$ cat src/rtl/sine_ctrl_pkg.sv
// Shared definitions for the sine burst sequencer.
//   - Sizing constants: LUT_DEPTH, DATA_W, IDX_W, CNT_W
//   - state_e: sequencer FSM states
//   - SINE_LUT: one full period of the signed sine table
//   - clamp_step(): restricts the phase step to 1 .. LUT_DEPTH-1
package sine_ctrl_pkg;

    localparam int unsigned LUT_DEPTH = 30;
    localparam int unsigned DATA_W    = 8;
    localparam int unsigned IDX_W     = 5;
    localparam int unsigned CNT_W     = 16;

    typedef enum logic [1:0] {
        StIdle,
        StFetch,
        StPresent,
        StDone
    } state_e;

    // The second half is the two's-complement negation of the first half.
    localparam logic [DATA_W-1:0] SINE_LUT [LUT_DEPTH] = '{
        8'h00, 8'h10, 8'h1F, 8'h2D, 8'h3A, 8'h43, 8'h4A, 8'h4D,
        8'h4D, 8'h4A, 8'h43, 8'h3A, 8'h2D, 8'h1F, 8'h10,
        8'h00, 8'hF0, 8'hE1, 8'hD3, 8'hC6, 8'hBD, 8'hB6, 8'hB3,
        8'hB3, 8'hB6, 8'hBD, 8'hC6, 8'hD3, 8'hE1, 8'hF0
    };

    // A zero step would never advance; a step of LUT_DEPTH or more would break
    // the single-subtract modulo wrap.
    function automatic logic [IDX_W-1:0] clamp_step(input logic [IDX_W-1:0] step);
        if (step == '0) begin
            return IDX_W'(1);
        end else if (step >= IDX_W'(LUT_DEPTH)) begin
            return IDX_W'(LUT_DEPTH - 1);
        end else begin
            return step;
        end
    endfunction

endpackage

$ cat src/rtl/sine_burst_ctrl_if.sv
// Control and sample-stream bundle for sine_burst_ctrl.
// Signal names are from the sequencer's point of view.
//   start_i, stop_i, step_i, burst_len_i : burst configuration and control
//   sample_o, sample_valid_o, sample_ready_i : sample stream handshake
//   busy_o, done_o : status
//   amp_shift_i : amplitude shift, present only when SINE_BURST_AMP_EN is defined
// Modports: slave = sequencer, master = config logic and sample consumer.
interface sine_burst_ctrl_if;
    import sine_ctrl_pkg::*;

    logic              start_i;
    logic              stop_i;
    logic [IDX_W-1:0]  step_i;
    logic [CNT_W-1:0]  burst_len_i;
    logic [DATA_W-1:0] sample_o;
    logic              sample_valid_o;
    logic              sample_ready_i;
    logic              busy_o;
    logic              done_o;
`ifdef SINE_BURST_AMP_EN
    logic [2:0]        amp_shift_i;

    modport slave (
        input  start_i, stop_i, step_i, burst_len_i, sample_ready_i, amp_shift_i,
        output sample_o, sample_valid_o, busy_o, done_o
    );
    modport master (
        output start_i, stop_i, step_i, burst_len_i, sample_ready_i, amp_shift_i,
        input  sample_o, sample_valid_o, busy_o, done_o
    );
`else
    modport slave (
        input  start_i, stop_i, step_i, burst_len_i, sample_ready_i,
        output sample_o, sample_valid_o, busy_o, done_o
    );
    modport master (
        output start_i, stop_i, step_i, burst_len_i, sample_ready_i,
        input  sample_o, sample_valid_o, busy_o, done_o
    );
`endif

endinterface

$ cat src/rtl/sine_lut_rom.sv
// Sine table ROM with a registered read port.
//   clk_i, rst_ni : clock, asynchronous active-low reset
//   rd_en_i       : capture SINE_LUT[addr_i] on the next rising edge
//   addr_i        : table index
//   data_o        : registered table value, held while rd_en_i is low
module sine_lut_rom
    import sine_ctrl_pkg::*;
(
    input  logic              clk_i,
    input  logic              rst_ni,
    input  logic              rd_en_i,
    input  logic [IDX_W-1:0]  addr_i,
    output logic [DATA_W-1:0] data_o
);

    logic [DATA_W-1:0] data_d, data_q;

    always_comb begin
        data_d = data_q;
        if (rd_en_i) begin
            data_d = (addr_i < IDX_W'(LUT_DEPTH)) ? SINE_LUT[addr_i] : '0;
        end
    end

    always_ff @(posedge clk_i or negedge rst_ni) begin
        if (!rst_ni) begin
            data_q <= '0;
        end else begin
            data_q <= data_d;
        end
    end

    assign data_o = data_q;

endmodule

$ cat src/rtl/sine_burst_ctrl.sv
// Sine burst sequencer: latches a phase step and burst length on start, walks
// the sine LUT modulo its depth and offers one sample per valid/ready handshake.
//   clk   : rising-edge clock
//   rst_n : asynchronous active-low reset (assert async, release synchronised)
//   bus   : sine_burst_ctrl_if.slave (control, sample stream, status)
// Build option SINE_BURST_AMP_EN: adds amp_shift_i; the output sample is the
// table value arithmetically shifted right by the amount latched at start.
module sine_burst_ctrl
    import sine_ctrl_pkg::*;
(
    input  logic              clk,
    input  logic              rst_n,
    sine_burst_ctrl_if.slave  bus
);

    localparam logic [IDX_W:0] DepthExt = (IDX_W + 1)'(LUT_DEPTH);

    // Reset release synchroniser; assertion stays asynchronous.
    logic [1:0] rst_sync_q;
    logic       rst_sync_n;

    always_ff @(posedge clk or negedge rst_n) begin
        if (!rst_n) begin
            rst_sync_q <= '0;
        end else begin
            rst_sync_q <= {rst_sync_q[0], 1'b1};
        end
    end

    assign rst_sync_n = rst_sync_q[1];

    state_e           state_d, state_q;
    logic [IDX_W-1:0] idx_d, idx_q;
    logic [IDX_W-1:0] step_d, step_q;
    logic [CNT_W-1:0] cnt_d, cnt_q;
    logic [CNT_W-1:0] len_d, len_q;
    logic             valid_d, valid_q;
    logic             busy_d, busy_q;
    logic             done_d, done_q;
`ifdef SINE_BURST_AMP_EN
    logic [2:0]       amp_d, amp_q;
`endif

    logic [IDX_W:0]    idx_sum;
    logic [IDX_W-1:0]  idx_next;
    logic [CNT_W-1:0]  cnt_inc;
    logic              last_sample;
    logic [DATA_W-1:0] rom_data;

    // step_q < LUT_DEPTH, so one conditional subtract keeps the index in range.
    assign idx_sum  = {1'b0, idx_q} + {1'b0, step_q};
    assign idx_next = (idx_sum >= DepthExt) ? IDX_W'(idx_sum - DepthExt) : idx_sum[IDX_W-1:0];

    // Saturating so continuous mode can run indefinitely.
    assign cnt_inc     = (cnt_q == '1) ? cnt_q : cnt_q + CNT_W'(1);
    assign last_sample = (len_q != '0) && (cnt_q + CNT_W'(1) == len_q);

    always_comb begin
        state_d = state_q;
        idx_d   = idx_q;
        step_d  = step_q;
        cnt_d   = cnt_q;
        len_d   = len_q;
`ifdef SINE_BURST_AMP_EN
        amp_d   = amp_q;
`endif
        unique case (state_q)
            StIdle: begin
                if (bus.start_i && !bus.stop_i) begin
                    step_d  = clamp_step(bus.step_i);
                    len_d   = bus.burst_len_i;
                    idx_d   = '0;
                    cnt_d   = '0;
`ifdef SINE_BURST_AMP_EN
                    amp_d   = bus.amp_shift_i;
`endif
                    state_d = StFetch;
                end
            end
            StFetch: begin
                state_d = bus.stop_i ? StIdle : StPresent;
            end
            StPresent: begin
                if (bus.sample_ready_i) begin
                    // A handshake coinciding with stop is still accepted.
                    idx_d = idx_next;
                    cnt_d = cnt_inc;
                    if (bus.stop_i) begin
                        state_d = StIdle;
                    end else if (last_sample) begin
                        state_d = StDone;
                    end else begin
                        state_d = StFetch;
                    end
                end else if (bus.stop_i) begin
                    state_d = StIdle;
                end
            end
            StDone: begin
                state_d = StIdle;
            end
            default: begin
                state_d = StIdle;
            end
        endcase

        valid_d = (state_d == StPresent);
        busy_d  = (state_d != StIdle);
        done_d  = (state_d == StDone);
    end

    always_ff @(posedge clk or negedge rst_sync_n) begin
        if (!rst_sync_n) begin
            state_q <= StIdle;
            idx_q   <= '0;
            step_q  <= IDX_W'(1);
            cnt_q   <= '0;
            len_q   <= '0;
            valid_q <= 1'b0;
            busy_q  <= 1'b0;
            done_q  <= 1'b0;
`ifdef SINE_BURST_AMP_EN
            amp_q   <= '0;
`endif
        end else begin
            state_q <= state_d;
            idx_q   <= idx_d;
            step_q  <= step_d;
            cnt_q   <= cnt_d;
            len_q   <= len_d;
            valid_q <= valid_d;
            busy_q  <= busy_d;
            done_q  <= done_d;
`ifdef SINE_BURST_AMP_EN
            amp_q   <= amp_d;
`endif
        end
    end

    // Read issued during FETCH lands in the ROM register as PRESENT begins.
    sine_lut_rom u_rom (
        .clk_i   (clk),
        .rst_ni  (rst_sync_n),
        .rd_en_i (state_q == StFetch),
        .addr_i  (idx_q),
        .data_o  (rom_data)
    );

`ifdef SINE_BURST_AMP_EN
    assign bus.sample_o = DATA_W'($signed(rom_data) >>> amp_q);
`else
    assign bus.sample_o = rom_data;
`endif
    assign bus.sample_valid_o = valid_q;
    assign bus.busy_o         = busy_q;
    assign bus.done_o         = done_q;

endmodule
$ cat src/flat_wrapper.sv
// flat-port wrapper written by rule: the top's interface ports become plain ports
module sine_burst_ctrl_flat import sine_ctrl_pkg::*;
  (clk, rst_n, bus_start_i, bus_stop_i, bus_step_i, bus_burst_len_i, bus_sample_ready_i, bus_sample_o, bus_sample_valid_o, bus_busy_o, bus_done_o);
  sine_burst_ctrl_if bus_i ();
  input  logic clk;
  input  logic rst_n;
  input wire logic [$bits(bus_i.start_i)-1:0] bus_start_i;
  input wire logic [$bits(bus_i.stop_i)-1:0] bus_stop_i;
  input wire logic [$bits(bus_i.step_i)-1:0] bus_step_i;
  input wire logic [$bits(bus_i.burst_len_i)-1:0] bus_burst_len_i;
  input wire logic [$bits(bus_i.sample_ready_i)-1:0] bus_sample_ready_i;
  output wire logic [$bits(bus_i.sample_o)-1:0] bus_sample_o;
  output wire logic [$bits(bus_i.sample_valid_o)-1:0] bus_sample_valid_o;
  output wire logic [$bits(bus_i.busy_o)-1:0] bus_busy_o;
  output wire logic [$bits(bus_i.done_o)-1:0] bus_done_o;
  assign bus_i.start_i = bus_start_i;
  assign bus_i.stop_i = bus_stop_i;
  assign bus_i.step_i = bus_step_i;
  assign bus_i.burst_len_i = bus_burst_len_i;
  assign bus_i.sample_ready_i = bus_sample_ready_i;
  assign bus_sample_o = bus_i.sample_o;
  assign bus_sample_valid_o = bus_i.sample_valid_o;
  assign bus_busy_o = bus_i.busy_o;
  assign bus_done_o = bus_i.done_o;
  sine_burst_ctrl u_core (.clk(clk), .rst_n(rst_n), .bus(bus_i));
endmodule
$ cat config.mk
export PLATFORM = sky130hd
export DESIGN_NAME = sine_burst_ctrl_flat
export DESIGN_NICKNAME = d
export VERILOG_FILES = /design/src/rtl/sine_ctrl_pkg.sv /design/src/rtl/sine_burst_ctrl_if.sv /design/src/rtl/sine_lut_rom.sv /design/src/rtl/sine_burst_ctrl.sv /design/src/flat_wrapper.sv
export SDC_FILE = /design/constraint.sdc
export NUM_CORES = 1
export LEC_CHECK = 0
export BUFFER_PORTS_ARGS = -buffer_cell sky130_fd_sc_hd__buf_2
export CORE_MARGIN = 2
export CORE_UTILIZATION = 42
export CTS_BUF_LIST = sky130_fd_sc_hd__clkbuf_4 sky130_fd_sc_hd__clkbuf_8
export DETAILED_ROUTE_END_ITERATION = 16
export PLACE_DENSITY = 0.61
export SLEW_MARGIN = 20
export SYNTH_ARGS = -nofsm -noshare
export SYNTH_HDL_FRONTEND = slang
export SYNTH_HIERARCHICAL = 1
export SYNTH_SLANG_ARGS = --single-unit
$ cat constraint.sdc
create_clock -name clk -period 3.1 [get_ports clk]
set_clock_uncertainty 0.2 [all_clocks]
set_input_delay 0.155 -clock clk [delete_from_list [all_inputs] [get_ports clk]]
set_output_delay 0.155 -clock clk [all_outputs]
set_load 0.02 [all_outputs]
---- Word-level counts from Yosys, hierarchy flattened ----
Memories as Yosys holds them, arrays and structs flattened.
Index checks and enable logic that the tools add are counted.
W data, S select, Z words.
storage, ports and cells
  flip-flop bits (word level) ............. 57
  memories ................................ 1
  ROM bits ................................ 256
memories
  memory           words  width  rd ports  clocked after Yosys merged registers in  write ports  RTL line            source
  (no name shown)  32     8      1         0                                        0            sine_lut_rom.sv:21  data_d = (addr_i < IDX_W'(LUT_DEPTH)) ? SINE_LUT[addr_i] : '0;
operators by class
  muxes and demuxes ....................... 20
  reduce and logical (&&, ||, !) cells .... 11
  add/sub/neg operators ................... 3
  magnitude comparators ................... 4
  eq/ne operators ......................... 10
  bitwise operators ....................... 1
operators by type and width
  cell                     count
  $mux W16                 3
  $pmux W16 S2             1
  $mux W5                  5
  $mux W8                  3
  $add A16 B1 Y16 const B  1
  $eq A16 B16 Y1           1
  $eq A16 B16 Y1 const B   1
  $reduce_bool A16 Y1      1
  $mux W2                  6
  $pmux W5 S2              1
  $eq A2 B2 Y1 const B     4
  $pmux W2 S4              1
  $add A5 B5 Y6            1
  $ge A6 B5 Y1 const B     1
  $ge A6 B6 Y1 const B     1
  $not A5 Y6               1
  $ge A5 B5 Y1 const B     1
  $logic_not A5 Y1         1
  $lt A5 B5 Y1 const B     1
  $sub A5 B5 Y5 const B    1
  $ne A2 B2 Y1 const B     2
  $reduce_and A4 Y1        1
  $reduce_bool A2 Y1       2
  $reduce_and A3 Y1        1
  6 further kinds          7

---- Logic depth before layout (Yosys ltp) ----
Gate-level depths: netlist of the first run.
  depth after elaboration ................. 8
  gate-level depth with buffers ........... 9

---- Cells and area by module ----
The synthesis of the first run kept the hierarchy.
by module, submodules not included
  module           area each (um^2)  cells an instance  sequential area each (um^2)  instances
  sine_burst_ctrl  3044.2            336                1227.4                       1
  sine_lut_rom     770.7             93                 200.2                        1

---- Least setup slack after synthesis of the first run ----
Ideal clock, no wire load.
  path type ............................... reg-to-reg
  from .................................... register u_core.idx_q[0]
  to ...................................... register u_core.idx_q[2]
  data arrival time ....................... 2.093 ns
  data required time ...................... 2.773 ns
  stages on the path, launching flop included .. 9
  buffers on the path ..................... 0
  clock period less this slack ............ 2.420 ns
  setup slack ............................. 0.680 ns
  setup time .............................. 0.127 ns
  cell sequence ........................... dfrtp_1 -> ha_1 -> inv_1 -> fa_1 -> xnor2_1 -> and2_1 -> a41oi_1 -> mux2i_1 -> o21ai_0
between the ends
  longest elaborated chain between the ends .. 5
  elaborated cells on any way between the ends .. 6
RTL lines
  item                                           RTL line                source
  start: declaration                             sine_burst_ctrl.sv:33   logic [IDX_W-1:0] idx_d, idx_q;
  start signal: assignment                       sine_burst_ctrl.sv:127  idx_q <= idx_d;
  $add A5 B5 Y6 *                                sine_burst_ctrl.sv:51   assign idx_sum = {1'b0, idx_q} + {1'b0, step_q};
  $sub A5 B5 Y5 or $ge A6 B5 Y1 (tied branches)  sine_burst_ctrl.sv:52   assign idx_next = (idx_sum >= DepthExt) ? IDX_W'(idx_sum - DepthExt) : idx_sum[IDX_W-1:0];
  $mux W5 *                                      sine_burst_ctrl.sv:52
  $mux W5 *                                      sine_burst_ctrl.sv:84   if (bus.sample_ready_i) begin
  $pmux W5 S2 *                                  sine_burst_ctrl.sv:67   unique case (state_q)
Mark *: on every way between the ends. The rest lies on a longest branch, timed or not. The select of a mux whose other input is x is not followed.
A chain may end at the register's enable or synchronous reset.

---- Worst setup path in the final report of the first run ----
  from .................................... register u_core.cnt_q[0]
  to ...................................... register u_core.cnt_q[10]
between the ends
  longest elaborated chain between the ends .. 4
  elaborated cells on any way between the ends .. 7
RTL lines
  item                      RTL line                source
  start: declaration        sine_burst_ctrl.sv:35   logic [CNT_W-1:0] cnt_d, cnt_q;
  start signal: assignment  sine_burst_ctrl.sv:129  cnt_q <= cnt_d;
  $add A16 B1 Y16           sine_burst_ctrl.sv:55   assign cnt_inc = (cnt_q == '1) ? cnt_q : cnt_q + CNT_W'(1);
  $mux W16                  sine_burst_ctrl.sv:55
  $mux W16                  sine_burst_ctrl.sv:84
  $pmux W16 S2              sine_burst_ctrl.sv:67
Parallel ways exist; a longest one is shown, timed or not. The select of a mux whose other input is x is not followed.

==> flow_summary.json, run 1 <==
{
  "period_needed_ns": 2.75,
  "hp-class": "reg -> async",
  "fmax_ghz": 0.363,
  "grt_pass1_vias": 3189,
  "min_period_over_period_pct": 88.9,
  "dr.pass1.iters": 5,
  "hpwl_mm": 6.25,
  "power.net_switching_mw": 0.759,
  "fin_util_pct": 51.9,
  "seq_area_frac_synth_pct": 37.4,
  "antenna_found_initial": 0,
  "nFillCells": 827,
  "vias_per_cell": 5.46,
  "placement.io_buffers": 36,
  "wl_per_cell_um": 15.0,
  "die_height_um": 99.3,
  "cp_cell_sequence": "ha_1, nand3_2, nor4_4, a41o_2, or2_1, buf_4, o41ai_1",
  "cp.required_ns": 3.11,
  "placed_area_um2": 4080,
  "whs_ns": 0.00609,
  "timing.setup.tns_ns": 0,
  "antenna_cells": 0,
  "ant_nets": 0,
  "io_pins": 37,
  "finalInstanceArea_um2": 4550,
  "dr_wl_met3_um": 299,
  "grtUsageTotal_pct": 19.7,
  "grt_pass1_wl_mm": 15.6,
  "synth_nets": 470,
  "max_stage_delay_ns": 0.48,
  "cts_tree": "done",
  "syn_inst": 429,
  "area_growth_pct": 19.2,
  "vdd_ir_drop_max_mv": 0.280,
  "crit_type": "reg -> reg",
  "synth-edff-count": 0,
  "yosys_warnings": 6,
  "m1WireLength_mm": 4.34,
  "rows": 34,
  "cts.sinks": 57,
  "power_mw": 2.34,
  "cp.arrival_ns": 2.77,
  "internal-power_mw": 1.59,
  "drc": 0,
  "cts_buffers": 9,
  "status": "complete, no violations",
  "cts_max_level": 3,
  "synth_area_um2": 3810,
  "syn_area_per_cell_um2": 8.89,
  "relSlewSlack_pct": 63.0,
  "p_per_area_nw_per_um2": 516,
  "layout-drive-gt1-share_pct": 18.2,
  "rsz0062_at_grt": "false",
  "seqPwrFrac_pct": 39.9,
  "slew_violations": 0,
  "cp_max_fo": 15,
  "clockRootBuffer": "clkbuf_8",
  "setup_viol": 0,
  "start_util_pct": 43.5,
  "highest_layer": "met4",
  "dp.cells": 557,
  "core_region_area_um2": 8760,
  "nets": 526,
  "dp_slack_ns": 0.388,
  "crit_path_top_delay_cell": "dfrtp_1",
  "layout_common_cells": "nand2_1 (79), dfrtp_1 (55), buf_2 (36)",
  "overflow": 0,
  "wl_met2_mm": 4.25,
  "final_cells": 598,
  "drv_cap": 0,
  "num_vias": 3265,
  "fin_ws_ns": 0.345,
  "ys_types": 67,
  "ctsLongestPathBuffers": 2,
  "swShare_pct": 32.4,
  "place.gp.congestion": 0.854,
  "wirelength_mm": 8.99,
  "initialDrtViolationCount": 191,
  "synth-main-ff-cell": "dfrtp_1",
  "combPwrFrac_pct": 27.1,
  "final_common_cell": "nand2_1",
  "critPathLaunchType": "register",
  "r2r_setup_slack_ns": 0.35,
  "hold_viol": 0,
  "critPathTopFamily": "simple AND/OR/NAND/NOR gates",
  "clk_latency_ns": 0.34,
  "synthArstFlopShare_pct": 100,
  "critPathCaptureType": "register",
  "p_clk_share_pct": 33.1,
  "clkTransAtPathRegs_ns": 0.07,
  "ys_seq_elements": 57,
  "grt_max_degree": 39,
  "path_buf_inv": 1,
  "worst_slew_pin_slew_ns": 0.555,
  "cts_setup_buffers": 0,
  "power.leakage_nw": 2.03,
  "die_area_um2": 9860,
  "die-width_um": 99.3
}
==> repair_timing <==
action / in CTS / in global routing
gates resized for setup: 0 / 0
hold buffers: 25 / 0
hold endpoints to repair: 29 / 0
==> cell usage after synthesis (4+ instances only) <==
master / n / area [um^2]
nor2_1: 25 / 93.8
a31oi_1: 8 / 50.1
o31ai_4: 7 / 149
nand4_1: 8 / 50.1
nand3_1: 9 / 45.0
and2_1: 4 / 25.0
inv_1: 19 / 71.3
o22ai_1: 4 / 25.0
nor3_1: 6 / 30.0
buf_2: 10 / 50.1
clkbuf_1: 10 / 37.5
nor4_1: 7 / 43.8
xnor2_1: 18 / 158
xor2_1: 7 / 61.3
dfrtp_1: 56 / 1400
o21ai_0: 25 / 125
o21ai_1: 8 / 40.0
nand2b_1: 6 / 37.5
mux2i_1: 5 / 50.1
nand2_1: 79 / 297
a21oi_1: 15 / 75.1
a211oi_1: 9 / 67.6
nor2b_1: 5 / 31.3
ha_1: 14 / 175
==> final timing paths <==
kind,start,end,cells past startpoint
worst max register to register,u_core/cnt_q[0],u_core/cnt_q[10],7
max in group asynchronous,u_core/rst_sync_q[1],u_core/step_q[0],1
worst min-delay path,u_core/rst_sync_q[1],u_core/len_q[11],0
worst max-delay path,u_core/cnt_q[0],u_core/cnt_q[10],7
worst min register to register,u_core/rst_sync_q[1],u_core/len_q[11],0
min in group clk,u_core/rst_sync_q[0],u_core/rst_sync_q[1],0
==> logic make-up after synthesis <==
logic type | after synthesis | synth area share (%)
buffers and inverters | 45 | 5.64
AND/OR/NAND/NOR | 176 | 23.6
other | 1 | 0.0983
AO/OA/AOI/OAI | 103 | 20.5
XOR/XNOR | 25 | 5.74
adder cells (fa/ha/maj) | 15 | 5.12
flip-flops | 57 | 37.4
multiplexers | 7 | 1.90
==> per-layer routing <==
layer | GRT usage (%) | vias to the layer above
met5 | 0 | -
met4 | 7.38 | 0
met3 | 3.09 | 8
met2 | 30.6 | 71
met1 | 27.9 | 1547
li1 | - | 1639
==> sequential cells by signal, summed over array words and instances, names as in the netlist <==
signal and count:
u_core/step_q 5, u_core/bus.done_o 1, u_core/bus.sample_valid_o 1, u_core/bus.busy_o 1, u_core/len_q 16, u_core/u_rom/data_o 8, u_core/state_q 2, u_core/cnt_q 16
u_core/rst_sync_q 2, u_core/idx_q 5
==> layout make-up <==
class / count / area (um^2) / area share [%]
clock buffer: 14 / 186 / 4.10
tap: 108 / 135 / 2.97
multi-input combinational: 327 / 2170 / 47.8
sequential: 57 / 1430 / 31.4
inverter: 19 / 71.3 / 1.57
timing repair buffer: 71 / 518 / 11.4
clock inverter: 2 / 35.0 / 0.771
==> power by group through the flow <==
stage	logic, mW	registers, mW	clock network, mW
floorplan	0.408	0.979	0
global placement	0.595	0.945	0
detailed placement	0.604	0.951	0
CTS	0.635	0.937	0.787
global route	0.717	0.951	0.825
finish	0.634	0.935	0.775
Power figures use the tool's default switching activity.
==> run 2, diff against run 1 <==
RECOVER_POWER = 100   (was unset)
REMOVE_ABC_BUFFERS = 1   (was unset)
==> flow_summary.json, run 2 (synthesis gave the netlist of run 1 again) <==
{
  "place.gp.congestion": 0.900,
  "ctsLongestPathBuffers": 2,
  "final_cells": 598,
  "cts.sinks": 57,
  "setup_viol": 0,
  "m1WireLength_mm": 4.39,
  "die_height_um": 99.3,
  "layout_common_cells": "nand2_1 (79), dfrtp_1 (56), o21ai_0 (30), buf_2 (26), nor2_1 (26)",
  "dr.pass1.iters": 5,
  "hold_viol": 0,
  "worst_slew_pin_slew_ns": 1.11,
  "area_growth_pct": 18.7,
  "cp.required_ns": 3.10,
  "critPathCaptureType": "register",
  "hold_buffers": 25,
  "rows": 34,
  "antenna_cells": 0,
  "period_needed_ns": 2.77,
  "hpwl_mm": 6.31,
  "dr_wl_met3_um": 372,
  "status": "complete, no violations",
  "final_common_cell": "nand2_1",
  "cts_buffers": 9,
  "power.leakage_nw": 1.98,
  "io_pins": 37,
  "critPathLaunchType": "register",
  "ant_nets": 0,
  "cp.arrival_ns": 2.77,
  "timing.setup.tns_ns": 0,
  "fmax_ghz": 0.361,
  "wl_met2_mm": 4.00,
  "initialDrtViolationCount": 178,
  "r2r_setup_slack_ns": 0.33,
  "grt_pass1_wl_mm": 15.6,
  "num_vias": 3318,
  "layout-drive-gt1-share_pct": 13.9,
  "crit_type": "reg -> reg",
  "die-width_um": 99.3,
  "core_region_area_um2": 8760,
  "cts_resized": 0,
  "dp.cells": 557,
  "vias_per_cell": 5.55,
  "placement.io_buffers": 36,
  "grtUsageTotal_pct": 19.7,
  "cp_max_fo": 15,
  "clkTransAtPathRegs_ns": 0.07,
  "clockRootBuffer": "clkbuf_8",
  "drv_cap": 0,
  "highest_layer": "met4",
  "whs_ns": 0.154,
  "p_per_area_nw_per_um2": 558,
  "overflow": 0,
  "cts_tree": "done",
  "start_util_pct": 43.5,
  "vdd_ir_drop_max_mv": 0.389,
  "grt_max_degree": 26,
  "rsz0062_at_grt": "false",
  "drc": 0,
  "min_period_over_period_pct": 89.4,
  "slew_violations": 0,
  "clk_latency_ns": 0.34,
  "cts_setup_buffers": 0,
  "grt_pass1_vias": 3300,
  "nets": 526,
  "wl_per_cell_um": 15.0,
  "relSlewSlack_pct": 25.9,
  "wirelength_mm": 8.96,
  "die_area_um2": 9860,
  "cts_max_level": 3,
  "antenna_found_initial": 0,
  "hp-class": "reg -> reg"
}
-- run 2: changes by cell type in the layout (fill, tap and decap cells not counted), sizes merged --
cell    previous run  this run
buf               46        30
clkbuf            14        27
bufinv             1         4
-- run 2: stage by stage --
stage               power, mW  setup slack, ns  util, %  cell area (um^2)
global route             2.69            0.107     51.7              4530
finish                   2.53            0.329     51.7              4530
detailed placement       1.56            0.512     46.4              4060
floorplan                1.37            0.255        -              3670
CTS                      2.56            0.489     52.4              4590
global placement         1.54            0.568     46.4              4060
-- run 2: metal layers --
| metal | up-vias | track usage (%) |
|---|---|---|
| met5 | - | 0 |
| met2 | 96 | 30.3 |
| met1 | 1572 | 27.3 |
| met3 | 18 | 3.79 |
| met4 | 0 | 8.22 |
| li1 | 1632 | - |
-- run 2: worst paths after layout --
check                                     start                    to  cells after the start
max                           u_core/state_q[0]      u_core/cnt_q[14]                      7
min                        u_core/rst_sync_q[0]  u_core/rst_sync_q[1]                      0
max reg2reg                   u_core/state_q[0]      u_core/cnt_q[14]                      7
min reg2reg                u_core/rst_sync_q[0]  u_core/rst_sync_q[1]                      0
max in group asynchronous  u_core/rst_sync_q[1]      u_core/cnt_q[12]                      1
min in group asynchronous  u_core/rst_sync_q[1]      u_core/step_q[2]                      0
-- run 2: report_power, final --
| group | total, mW | switching (mW) | internal [mW] |
|---|---|---|---|
| sequential | 0.929 | 0.0900 | 0.839 |
| clock | 0.978 | 0.320 | 0.658 |
| combinational | 0.619 | 0.358 | 0.261 |
-- run 2: layout make-up --
type                    count  area (um^2)
repair buffers             71          472
inverters                  19         71.3
well taps                 108          135
clock inverters             5          125
flip-flops and latches     57         1430
multi-input cells         327         2150
clock buffers              11          151
fillers                   818         4240
-- run 2: critical path: stages (launching register included) --
cell and delay, ns:
dfrtp_1 0.39, nand2b_1 0.50, nor2_1 0.18, nor2_1 0.44, a41o_2 0.19, or2_1 0.10, buf_2 0.46, o21ai_0 0.17
